==> config.mk <==
export PLATFORM = sky130hd
export DESIGN_NAME = ai_sa_aw_arbiter_flat
export DESIGN_NICKNAME = d
export VERILOG_FILES = /design/src/rtl/ai_sa_aw_arbiter_if.sv /design/src/rtl/ai_sa_aw_arbiter.sv /design/src/flat_wrapper.sv
export SDC_FILE = /design/constraint.sdc
export NUM_CORES = 1
export LEC_CHECK = 0
export ABC_AREA = 1
export CAP_MARGIN = 10
export CORE_MARGIN = 8
export CORE_UTILIZATION = 35
export CTS_CLUSTER_DIAMETER = 200
export DETAILED_ROUTE_END_ITERATION = 6
export PLACE_DENSITY = 0.56
export SLEW_MARGIN = 20
export SYNTH_ARGS = -nofsm -noshare
export SYNTH_HDL_FRONTEND = slang
export SYNTH_SLANG_ARGS = --single-unit
==> constraint.sdc <==
create_clock -name ACLK_i -period 6.5 [get_ports ACLK_i]
set_input_delay 1.95 -clock ACLK_i [delete_from_list [all_inputs] [get_ports ACLK_i]]
set_output_delay 1.95 -clock ACLK_i [all_outputs]
set_load 0.05 [all_outputs]
==> src/rtl/ai_sa_aw_arbiter_if.sv <==
// AW request bundle between the dispatchers, the slave AW port and the W-order consumer.
// The master modport is the arbiter's view; the slave modport is the surrounding environment's view.
interface ai_sa_aw_arbiter_if #(
    parameter int unsigned MST_AMT           = 3,
    parameter int unsigned MST_ID_W          = $clog2(MST_AMT),
    parameter int unsigned ADDR_WIDTH        = 32,
    parameter int unsigned TRANS_MST_ID_W    = 5,
    parameter int unsigned TRANS_SLV_ID_W    = TRANS_MST_ID_W + MST_ID_W,
    parameter int unsigned TRANS_DATA_LEN_W  = 3,
    parameter int unsigned TRANS_DATA_SIZE_W = 3
);
    logic [TRANS_MST_ID_W*MST_AMT-1:0]    dsp_AWID_i;
    logic [ADDR_WIDTH*MST_AMT-1:0]        dsp_AWADDR_i;
    logic [TRANS_DATA_LEN_W*MST_AMT-1:0]  dsp_AWLEN_i;
    logic [TRANS_DATA_SIZE_W*MST_AMT-1:0] dsp_AWSIZE_i;
    logic [MST_AMT-1:0]                   dsp_AWVALID_i;
    logic [MST_AMT-1:0]                   dsp_AWREADY_o;

    logic [TRANS_SLV_ID_W-1:0]            s_AWID_o;
    logic [ADDR_WIDTH-1:0]                s_AWADDR_o;
    logic [TRANS_DATA_LEN_W-1:0]          s_AWLEN_o;
    logic [TRANS_DATA_SIZE_W-1:0]         s_AWSIZE_o;
    logic                                 s_AWVALID_o;
    logic                                 s_AWREADY_i;

    logic [MST_ID_W-1:0]                  wo_mst_id_o;
    logic                                 wo_valid_o;
    logic                                 wo_ready_i;

    modport master (
        input  dsp_AWID_i, dsp_AWADDR_i, dsp_AWLEN_i, dsp_AWSIZE_i, dsp_AWVALID_i,
        output dsp_AWREADY_o,
        output s_AWID_o, s_AWADDR_o, s_AWLEN_o, s_AWSIZE_o, s_AWVALID_o,
        input  s_AWREADY_i,
        output wo_mst_id_o, wo_valid_o,
        input  wo_ready_i
    );

    modport slave (
        output dsp_AWID_i, dsp_AWADDR_i, dsp_AWLEN_i, dsp_AWSIZE_i, dsp_AWVALID_i,
        input  dsp_AWREADY_o,
        input  s_AWID_o, s_AWADDR_o, s_AWLEN_o, s_AWSIZE_o, s_AWVALID_o,
        output s_AWREADY_i,
        input  wo_mst_id_o, wo_valid_o,
        output wo_ready_i
    );
endinterface

==> src/rtl/ai_sa_aw_arbiter.sv <==
// Write-address arbiter for one slave: weighted round-robin over MST_AMT dispatchers,
// registered AW toward the slave, and a W-order FIFO recording the grant sequence.
module ai_sa_aw_arbiter #(
    parameter int unsigned MST_AMT                  = 3,
    parameter logic [32*MST_AMT-1:0] MST_WEIGHT     = {32'd5, 32'd3, 32'd2},
    parameter int unsigned MST_ID_W                 = $clog2(MST_AMT),
    parameter int unsigned OUTSTANDING_AMT          = 8,
    parameter int unsigned ADDR_WIDTH               = 32,
    parameter int unsigned TRANS_MST_ID_W           = 5,
    parameter int unsigned TRANS_SLV_ID_W           = TRANS_MST_ID_W + MST_ID_W,
    parameter int unsigned TRANS_DATA_LEN_W         = 3,
    parameter int unsigned TRANS_DATA_SIZE_W        = 3
) (
    input  logic                ACLK_i,
    input  logic                ARESET_i,
    ai_sa_aw_arbiter_if.master  aw_if
);
    localparam int unsigned PTR_W = $clog2(OUTSTANDING_AMT);
    localparam int unsigned CNT_W = PTR_W + 1;

    // Weight words are stored master 0 first (MSB); a zero weight behaves as one.
    function automatic logic [31:0] weight_of(input logic [MST_ID_W-1:0] idx);
        int unsigned i;
        logic [31:0] w;
        i = 32'(idx);
        w = MST_WEIGHT[32*(MST_AMT-1-i) +: 32];
        return (w == 32'd0) ? 32'd1 : w;
    endfunction

    function automatic logic [MST_ID_W-1:0] next_idx(input logic [MST_ID_W-1:0] idx);
        return (32'(idx) == MST_AMT - 1) ? '0 : idx + MST_ID_W'(1);
    endfunction

    logic [MST_ID_W-1:0]          ptr_q, ptr_d;
    logic [31:0]                  credit_q, credit_d;
    logic [31:0]                  cred_tmp;

    logic                         s_valid_q;
    logic [TRANS_SLV_ID_W-1:0]    s_id_q;
    logic [ADDR_WIDTH-1:0]        s_addr_q;
    logic [TRANS_DATA_LEN_W-1:0]  s_len_q;
    logic [TRANS_DATA_SIZE_W-1:0] s_size_q;

    logic [MST_ID_W-1:0]          mem_q [OUTSTANDING_AMT];
    logic [PTR_W-1:0]             rd_ptr_q, wr_ptr_q;
    logic [CNT_W-1:0]             count_q, count_d;

    logic                         grant_vld;
    logic [MST_ID_W-1:0]          grant_idx;
    logic [MST_ID_W-1:0]          cand_idx;
    int unsigned                  cand;
    logic                         can_accept, accept, push, pop;
    logic [MST_AMT-1:0]           ready_vec;

    logic [TRANS_MST_ID_W-1:0]    sel_id;
    logic [ADDR_WIDTH-1:0]        sel_addr;
    logic [TRANS_DATA_LEN_W-1:0]  sel_len;
    logic [TRANS_DATA_SIZE_W-1:0] sel_size;

    // Search starts at ptr so the master holding credit keeps priority.
    always_comb begin
        grant_vld = 1'b0;
        grant_idx = '0;
        cand      = 0;
        cand_idx  = '0;
        for (int unsigned k = 0; k < MST_AMT; k++) begin
            cand     = (32'(ptr_q) + k) % MST_AMT;
            cand_idx = cand[MST_ID_W-1:0];
            if (!grant_vld && aw_if.dsp_AWVALID_i[cand_idx]) begin
                grant_vld = 1'b1;
                grant_idx = cand_idx;
            end
        end
    end

    always_comb begin
        sel_id   = aw_if.dsp_AWID_i[TRANS_MST_ID_W*(MST_AMT-1-32'(grant_idx)) +: TRANS_MST_ID_W];
        sel_addr = aw_if.dsp_AWADDR_i[ADDR_WIDTH*(MST_AMT-1-32'(grant_idx)) +: ADDR_WIDTH];
        sel_len  = aw_if.dsp_AWLEN_i[TRANS_DATA_LEN_W*(MST_AMT-1-32'(grant_idx)) +: TRANS_DATA_LEN_W];
        sel_size = aw_if.dsp_AWSIZE_i[TRANS_DATA_SIZE_W*(MST_AMT-1-32'(grant_idx)) +: TRANS_DATA_SIZE_W];
    end

    // Full is judged on the current count, so a same-cycle pop never frees a slot early.
    always_comb begin
        can_accept = (!s_valid_q || aw_if.s_AWREADY_i) && (count_q != CNT_W'(OUTSTANDING_AMT));
        accept     = can_accept && grant_vld;
        ready_vec  = '0;
        if (accept) begin
            ready_vec[grant_idx] = 1'b1;
        end
        push = accept;
        pop  = (count_q != '0) && aw_if.wo_ready_i;
    end

    always_comb begin
        ptr_d    = ptr_q;
        credit_d = credit_q;
        cred_tmp = '0;
        if (accept) begin
            cred_tmp = (grant_idx == ptr_q) ? credit_q - 32'd1 : weight_of(grant_idx) - 32'd1;
            if (cred_tmp == 32'd0) begin
                ptr_d    = next_idx(grant_idx);
                credit_d = weight_of(next_idx(grant_idx));
            end else begin
                ptr_d    = grant_idx;
                credit_d = cred_tmp;
            end
        end
    end

    always_comb begin
        unique case ({push, pop})
            2'b10:   count_d = count_q + CNT_W'(1);
            2'b01:   count_d = count_q - CNT_W'(1);
            default: count_d = count_q;
        endcase
    end

    always_ff @(posedge ACLK_i) begin
        if (ARESET_i) begin
            ptr_q     <= '0;
            credit_q  <= weight_of(MST_ID_W'(0));
            s_valid_q <= 1'b0;
            s_id_q    <= '0;
            s_addr_q  <= '0;
            s_len_q   <= '0;
            s_size_q  <= '0;
            rd_ptr_q  <= '0;
            wr_ptr_q  <= '0;
            count_q   <= '0;
            for (int unsigned i = 0; i < OUTSTANDING_AMT; i++) begin
                mem_q[i] <= '0;
            end
        end else begin
            ptr_q    <= ptr_d;
            credit_q <= credit_d;
            count_q  <= count_d;
            if (accept) begin
                s_valid_q <= 1'b1;
                s_id_q    <= {grant_idx, sel_id};
                s_addr_q  <= sel_addr;
                s_len_q   <= sel_len;
                s_size_q  <= sel_size;
            end else if (aw_if.s_AWREADY_i) begin
                s_valid_q <= 1'b0;
            end
            if (push) begin
                mem_q[wr_ptr_q] <= grant_idx;
                wr_ptr_q        <= wr_ptr_q + PTR_W'(1);
            end
            if (pop) begin
                rd_ptr_q <= rd_ptr_q + PTR_W'(1);
            end
        end
    end

    assign aw_if.dsp_AWREADY_o = ready_vec;
    assign aw_if.s_AWID_o      = s_id_q;
    assign aw_if.s_AWADDR_o    = s_addr_q;
    assign aw_if.s_AWLEN_o     = s_len_q;
    assign aw_if.s_AWSIZE_o    = s_size_q;
    assign aw_if.s_AWVALID_o   = s_valid_q;
    assign aw_if.wo_mst_id_o   = mem_q[rd_ptr_q];
    assign aw_if.wo_valid_o    = (count_q != '0);

endmodule

==> src/flat_wrapper.sv <==
// flat-port wrapper written by rule: the top's interface ports become plain ports
module ai_sa_aw_arbiter_flat 
#(
    parameter int unsigned MST_AMT                  = 3,
    parameter logic [32*MST_AMT-1:0] MST_WEIGHT     = {32'd5, 32'd3, 32'd2},
    parameter int unsigned MST_ID_W                 = $clog2(MST_AMT),
    parameter int unsigned OUTSTANDING_AMT          = 8,
    parameter int unsigned ADDR_WIDTH               = 32,
    parameter int unsigned TRANS_MST_ID_W           = 5,
    parameter int unsigned TRANS_SLV_ID_W           = TRANS_MST_ID_W + MST_ID_W,
    parameter int unsigned TRANS_DATA_LEN_W         = 3,
    parameter int unsigned TRANS_DATA_SIZE_W        = 3
)
  (ACLK_i, ARESET_i, aw_if_dsp_AWID_i, aw_if_dsp_AWADDR_i, aw_if_dsp_AWLEN_i, aw_if_dsp_AWSIZE_i, aw_if_dsp_AWVALID_i, aw_if_dsp_AWREADY_o, aw_if_s_AWID_o, aw_if_s_AWADDR_o, aw_if_s_AWLEN_o, aw_if_s_AWSIZE_o, aw_if_s_AWVALID_o, aw_if_s_AWREADY_i, aw_if_wo_mst_id_o, aw_if_wo_valid_o, aw_if_wo_ready_i);
  ai_sa_aw_arbiter_if #(.MST_AMT(MST_AMT), .MST_ID_W(MST_ID_W), .ADDR_WIDTH(ADDR_WIDTH), .TRANS_MST_ID_W(TRANS_MST_ID_W), .TRANS_SLV_ID_W(TRANS_SLV_ID_W), .TRANS_DATA_LEN_W(TRANS_DATA_LEN_W), .TRANS_DATA_SIZE_W(TRANS_DATA_SIZE_W)) aw_if_i ();
  input  logic ACLK_i;
  input  logic ARESET_i;
  input wire logic [$bits(aw_if_i.dsp_AWID_i)-1:0] aw_if_dsp_AWID_i;
  input wire logic [$bits(aw_if_i.dsp_AWADDR_i)-1:0] aw_if_dsp_AWADDR_i;
  input wire logic [$bits(aw_if_i.dsp_AWLEN_i)-1:0] aw_if_dsp_AWLEN_i;
  input wire logic [$bits(aw_if_i.dsp_AWSIZE_i)-1:0] aw_if_dsp_AWSIZE_i;
  input wire logic [$bits(aw_if_i.dsp_AWVALID_i)-1:0] aw_if_dsp_AWVALID_i;
  output wire logic [$bits(aw_if_i.dsp_AWREADY_o)-1:0] aw_if_dsp_AWREADY_o;
  output wire logic [$bits(aw_if_i.s_AWID_o)-1:0] aw_if_s_AWID_o;
  output wire logic [$bits(aw_if_i.s_AWADDR_o)-1:0] aw_if_s_AWADDR_o;
  output wire logic [$bits(aw_if_i.s_AWLEN_o)-1:0] aw_if_s_AWLEN_o;
  output wire logic [$bits(aw_if_i.s_AWSIZE_o)-1:0] aw_if_s_AWSIZE_o;
  output wire logic [$bits(aw_if_i.s_AWVALID_o)-1:0] aw_if_s_AWVALID_o;
  input wire logic [$bits(aw_if_i.s_AWREADY_i)-1:0] aw_if_s_AWREADY_i;
  output wire logic [$bits(aw_if_i.wo_mst_id_o)-1:0] aw_if_wo_mst_id_o;
  output wire logic [$bits(aw_if_i.wo_valid_o)-1:0] aw_if_wo_valid_o;
  input wire logic [$bits(aw_if_i.wo_ready_i)-1:0] aw_if_wo_ready_i;
  assign aw_if_i.dsp_AWID_i = aw_if_dsp_AWID_i;
  assign aw_if_i.dsp_AWADDR_i = aw_if_dsp_AWADDR_i;
  assign aw_if_i.dsp_AWLEN_i = aw_if_dsp_AWLEN_i;
  assign aw_if_i.dsp_AWSIZE_i = aw_if_dsp_AWSIZE_i;
  assign aw_if_i.dsp_AWVALID_i = aw_if_dsp_AWVALID_i;
  assign aw_if_dsp_AWREADY_o = aw_if_i.dsp_AWREADY_o;
  assign aw_if_s_AWID_o = aw_if_i.s_AWID_o;
  assign aw_if_s_AWADDR_o = aw_if_i.s_AWADDR_o;
  assign aw_if_s_AWLEN_o = aw_if_i.s_AWLEN_o;
  assign aw_if_s_AWSIZE_o = aw_if_i.s_AWSIZE_o;
  assign aw_if_s_AWVALID_o = aw_if_i.s_AWVALID_o;
  assign aw_if_i.s_AWREADY_i = aw_if_s_AWREADY_i;
  assign aw_if_wo_mst_id_o = aw_if_i.wo_mst_id_o;
  assign aw_if_wo_valid_o = aw_if_i.wo_valid_o;
  assign aw_if_i.wo_ready_i = aw_if_wo_ready_i;
  ai_sa_aw_arbiter #(.MST_AMT(MST_AMT), .MST_WEIGHT(MST_WEIGHT), .MST_ID_W(MST_ID_W), .OUTSTANDING_AMT(OUTSTANDING_AMT), .ADDR_WIDTH(ADDR_WIDTH), .TRANS_MST_ID_W(TRANS_MST_ID_W), .TRANS_SLV_ID_W(TRANS_SLV_ID_W), .TRANS_DATA_LEN_W(TRANS_DATA_LEN_W), .TRANS_DATA_SIZE_W(TRANS_DATA_SIZE_W)) u_core (.ACLK_i(ACLK_i), .ARESET_i(ARESET_i), .aw_if(aw_if_i));
endmodule
==> flow_summary.html <==
<table>
<tr><th>Metric</th><th>Value</th></tr>
<tr><th colspan="2">Setup path</th></tr>
<tr><td>Count of cells along the worst register-to-register path</td><td>26</td></tr>
<tr><td>Type of the setup path with the least slack</td><td>primary input to output port</td></tr>
<tr><td>Crit path largest cell delay</td><td>0.54 ns</td></tr>
<tr><td>CP Data Arrival Time</td><td>4.18 ns</td></tr>
<tr><td>Worst path top cell family by delay</td><td>buffers and inverters</td></tr>
<tr><td>Slowest cell on crit path</td><td>clkdlybuf4s50_1</td></tr>
<tr><td>Type of destination of the critical path</td><td>output port</td></tr>
<tr><td>Worst reg2reg startpoint</td><td>u_core.ptr_q[0]</td></tr>
<tr><td>Highest fanout seen on the critical path</td><td>20</td></tr>
<tr><td>Reg2Reg Capture Point</td><td>u_core.credit_q[1]</td></tr>
<tr><td>Required time of the worst setup path</td><td>4.55 ns</td></tr>
<tr><td>CP bufs+invs</td><td>5</td></tr>
<tr><td>CP Launch Point</td><td>aw_if_dsp_AWVALID_i[1]</td></tr>
<tr><td>Internal reg-to-reg setup slack</td><td>1.93 ns</td></tr>
<tr><td>Cells along the critical path</td><td>clkdlybuf4s50_1 &gt; inv_1 &gt; nand2_1 &gt; nand3_1 &gt; nand2_1 &gt; nand3_1 &gt; nand2_2 &gt; nand2_4 &gt; clkinv_1 &gt; ha_1 &gt; clkinv_1 &gt; nor2_1 &gt; buf_4</td></tr>
<tr><td>Critical Path Source Type</td><td>primary input</td></tr>
<tr><th colspan="2">Final layout</th></tr>
<tr><td>Fraction of layout instances using a drive strength above 1</td><td>about 6.9%</td></tr>
<tr><td>Antenna diode instance count</td><td>0</td></tr>
<tr><td>Layout filler cell count</td><td>2,261</td></tr>
<tr><td>Area growth from synthesis to layout</td><td>31.0%</td></tr>
<tr><td>Layout Nets</td><td>roughly 1.5k</td></tr>
<tr><th colspan="2">Timing</th></tr>
<tr><td>Final worst-path cycle share</td><td>94.2%</td></tr>
<tr><td>Maximum clock skew at final layout</td><td>~0.0055 ns</td></tr>
<tr><td>Final hold slack</td><td>between 0.4 and 0.5 ns</td></tr>
<tr><td>Transition time at the pin with the least slew margin</td><td>0.743 ns</td></tr>
<tr><td>Final period demand of the worst path</td><td>6.13 ns</td></tr>
<tr><td>Maximum achievable frequency</td><td>163 MHz</td></tr>
<tr><td>Total of endpoints with negative setup slack in the final report</td><td>0</td></tr>
<tr><td>Setup Total Neg Slack</td><td>0 ns</td></tr>
<tr><td>Worst setup margin</td><td>approximately 0.37 ns</td></tr>
<tr><td>Setup repair after global routing missed its margin</td><td>false</td></tr>
<tr><td>Final count of hold timing violations</td><td>0</td></tr>
<tr><td>Count of pins over their slew limit</td><td>0</td></tr>
<tr><td>Worst slew margin relative to its limit</td><td>49.8%</td></tr>
<tr><th colspan="2">Logic synthesis</th></tr>
<tr><td>Synth Net Count</td><td>around 1.4k</td></tr>
<tr><td>Yosys top cell area share</td><td>24.2%</td></tr>
<tr><td>Proportion of synthesized chip area in sequential cells</td><td>a little under a third</td></tr>
<tr><td>Top cell type by total area after synthesis</td><td>dfxtp_1</td></tr>
<tr><td>Main flop type after synthesis</td><td>dfxtp_1</td></tr>
<tr><td>Syn avg cell area</td><td>6.31 µm²</td></tr>
<tr><td>Most area-consuming cells after synthesis</td><td>dfxtp_1 (24%), nand2_1 (16%), o21ai_0 (8.3%), nor2_1 (7.1%), a21oi_1 (6.6%)</td></tr>
<tr><td>Netlist cell types</td><td>46</td></tr>
<tr><td>Number of warnings issued by yosys</td><td>0</td></tr>
<tr><td>Most frequent cell after synthesis</td><td>nand2_1</td></tr>
<tr><td>Cells after synthesis</td><td>1,220</td></tr>
<tr><td>Post-synthesis sequential element count</td><td>109</td></tr>
<tr><td>Share of flip-flops with an asynchronous set or reset after synthesis</td><td>0%</td></tr>
<tr><td>Number of enable-type register cells in the synthesized netlist</td><td>16</td></tr>
<tr><td>Commonest cells in the synthesized netlist</td><td>nand2_1 (328), nor2_1 (145), o21ai_0 (127), a21oi_1 (102), nand3_1 (94)</td></tr>
<tr><td>Summed instance area of the synthesized netlist</td><td>0.00770 mm²</td></tr>
<tr><th colspan="2">Route</th></tr>
<tr><td>Detailed Route WL</td><td>roughly 27,000 µm</td></tr>
<tr><td>Length of the first detailed-routing pass in iterations</td><td>5</td></tr>
<tr><td>Via density per instance</td><td>just over 5</td></tr>
<tr><td>Count of routing violations after the opening detailed-route iteration</td><td>573</td></tr>
<tr><td>Drc violations</td><td>0</td></tr>
<tr><td>Number of nets with antenna violations after routing</td><td>0</td></tr>
<tr><td>Wire per inst</td><td>16.2 µm</td></tr>
<tr><td>Vias after detailed routing</td><td>8,434</td></tr>
<tr><th colspan="2">Clock tree</th></tr>
<tr><td>Post-cts hold buffer count</td><td>0</td></tr>
<tr><td>Later-pin clock latency in the skew report</td><td>approximately 0.37 ns</td></tr>
<tr><td>Post-CTS clock slew at the launch and capture registers of the worst setup and hold paths</td><td>0.08 ns</td></tr>
<tr><td>CTS resizes</td><td>0</td></tr>
<tr><td>Clock root buffer master</td><td>clkbuf_16</td></tr>
<tr><td>H-Tree Level Count</td><td>3</td></tr>
<tr><td>Sink count of the clock tree</td><td>about 110</td></tr>
<tr><td>Number of CTS-inserted buffers</td><td>9</td></tr>
<tr><td>Maximum count of clock buffers along a single path</td><td>2</td></tr>
<tr><td>Post-CTS setup buffer count</td><td>0</td></tr>
<tr><td>Clock tree from TritonCTS</td><td>yes</td></tr>
<tr><th colspan="2">Die</th></tr>
<tr><td>Number of top-level design ports</td><td>188</td></tr>
<tr><td>DIE WIDTH</td><td>164 µm</td></tr>
<tr><td>Die span in y</td><td>164 µm</td></tr>
<tr><td>Die area</td><td>about 0.027 mm²</td></tr>
<tr><td>Area of the core region</td><td>between 0.02 and 0.025 mm²</td></tr>
<tr><td>Row Count</td><td>54</td></tr>
<tr><td>Initial Utilization</td><td>35.5%</td></tr>
<tr><th colspan="2">Global route</th></tr>
<tr><td>Global-route wire length before repair</td><td>43,100 µm</td></tr>
<tr><td>Antenna violations before repair</td><td>0</td></tr>
<tr><td>Maximum number of pins on one net before global-route repair</td><td>65</td></tr>
<tr><td>Final global-route overflow total</td><td>0</td></tr>
<tr><td>Overall global routing resource usage</td><td>between 10% and 20%</td></tr>
<tr><td>Via count of the first global-routing pass</td><td>8,184</td></tr>
<tr><th colspan="2">Min path</th></tr>
<tr><td>Startpoint of the lowest-slack hold path</td><td>u_core.rd_ptr_q[2]</td></tr>
<tr><td>Worst Hold Path EP</td><td>u_core.rd_ptr_q[2]</td></tr>
<tr><td>Type of the tightest min-delay check</td><td>register to register</td></tr>
<tr><td>Cells on Worst Hold Path</td><td>1</td></tr>
<tr><th colspan="2">Placed design</th></tr>
<tr><td>HPWL after detailed placement</td><td>20,300 µm</td></tr>
<tr><td>PortBufs</td><td>187</td></tr>
<tr><td>Routability Congestion</td><td>0.873</td></tr>
<tr><td>Place WS</td><td>between 0.3 and 0.4 ns</td></tr>
<tr><th colspan="2">Run status</th></tr>
<tr><td>Outcome</td><td>complete, no violations</td></tr>
<tr><th colspan="2">Flow run</th></tr>
<tr><td>Max-Cap Viols</td><td>0</td></tr>
</table>
## sequential cells by signal, indices dropped and copies added (netlist names), named ones only
| signal | count |
|---|---|
| u_core.aw_if.s_AWADDR_o | 32 |
| u_core.aw_if.s_AWID_o | 7 |
| u_core.aw_if.s_AWLEN_o | 3 |
| u_core.aw_if.s_AWSIZE_o | 3 |
| u_core.aw_if.s_AWVALID_o | 1 |
| u_core.count_q | 4 |
| u_core.credit_q | 32 |
| u_core.mem_q | 16 |
| u_core.ptr_q | 2 |
| u_core.rd_ptr_q | 3 |
| u_core.wr_ptr_q | 3 |
## kinds of logic (layout without fill, tap and decap cells)
group           count (synthesis)  in the layout  synth area share, %
fa+ha+maj                      17             17                 2.86
buf+inv                       156            308                 8.32
xor+xnor                        5              5                0.569
compound gates                300            300                 22.0
flops                         109            109                 30.4
simple gates                  633            633                 35.8
## cell type report
class | instances | area [µm²] | area share, %
clock inverters | 7 | 83.8 | 0.831
clock buffers | 9 | 225 | 2.23
multi-input cells | 955 | 4730 | 46.9
inverters | 85 | 319 | 3.16
repair buffers | 207 | 2030 | 20.2
well taps | 280 | 350 | 3.47
flip-flops and latches | 109 | 2340 | 23.2
## how the worst max path moves through the flow
stage                             endpoint  slack [ns]  cells past startpoint
finish              aw_if_dsp_AWREADY_o[1]        0.37                     13
detailed placement  aw_if_dsp_AWREADY_o[1]        0.37                     13
global placement    aw_if_dsp_AWREADY_o[1]        0.44                     13
floorplan           aw_if_dsp_AWREADY_o[1]        0.11                     12
global route        aw_if_dsp_AWREADY_o[1]        0.18                     13
CTS                 aw_if_dsp_AWREADY_o[1]        0.36                     13
## cells in the final DEF (no fill, tap or decap), types with 7 or more instances in the layout
master           Yosys  layout
o21ai_0            127     127
nor2_1             145     143
nand2_1            328     327
o41ai_1             19      19
o21ai_1              7       7
dfxtp_1             93      93
clkdlybuf4s50_1      0     183
ha_1                16      16
buf_4                1      21
nor3_1               8       8
edfxtp_1            16      16
clkbuf_16            0       9
inv_1               79      78
a31oi_1             20      20
nand2_4              6       7
nor2_2              10      12
nand4_1             13      13
nand2_2             12      12
nand3_1             94      94
a21oi_1            102     102
## per-layer routing
| metal | track usage, % | wire length, µm |
|---|---|---|
| met4 | 5.08 | 306 |
| met5 | 0 | 0 |
| met1 | 24.3 | 11700 |
| met2 | 32.8 | 12400 |
| met3 | 6.97 | 2300 |
## metrics by stage
step	cell area, µm²	std cells	util [%]
floorplan	7700	1220	-
global placement	9780	1636	45.1
detailed placement	9780	1636	45.1
CTS	10100	1652	46.5
global route	10100	1652	46.5
finish	10100	1652	46.5
Power is left out: the tool's default activity adds up to more than one toggle a clock period on the data nets, which glitch-free logic cannot reach.
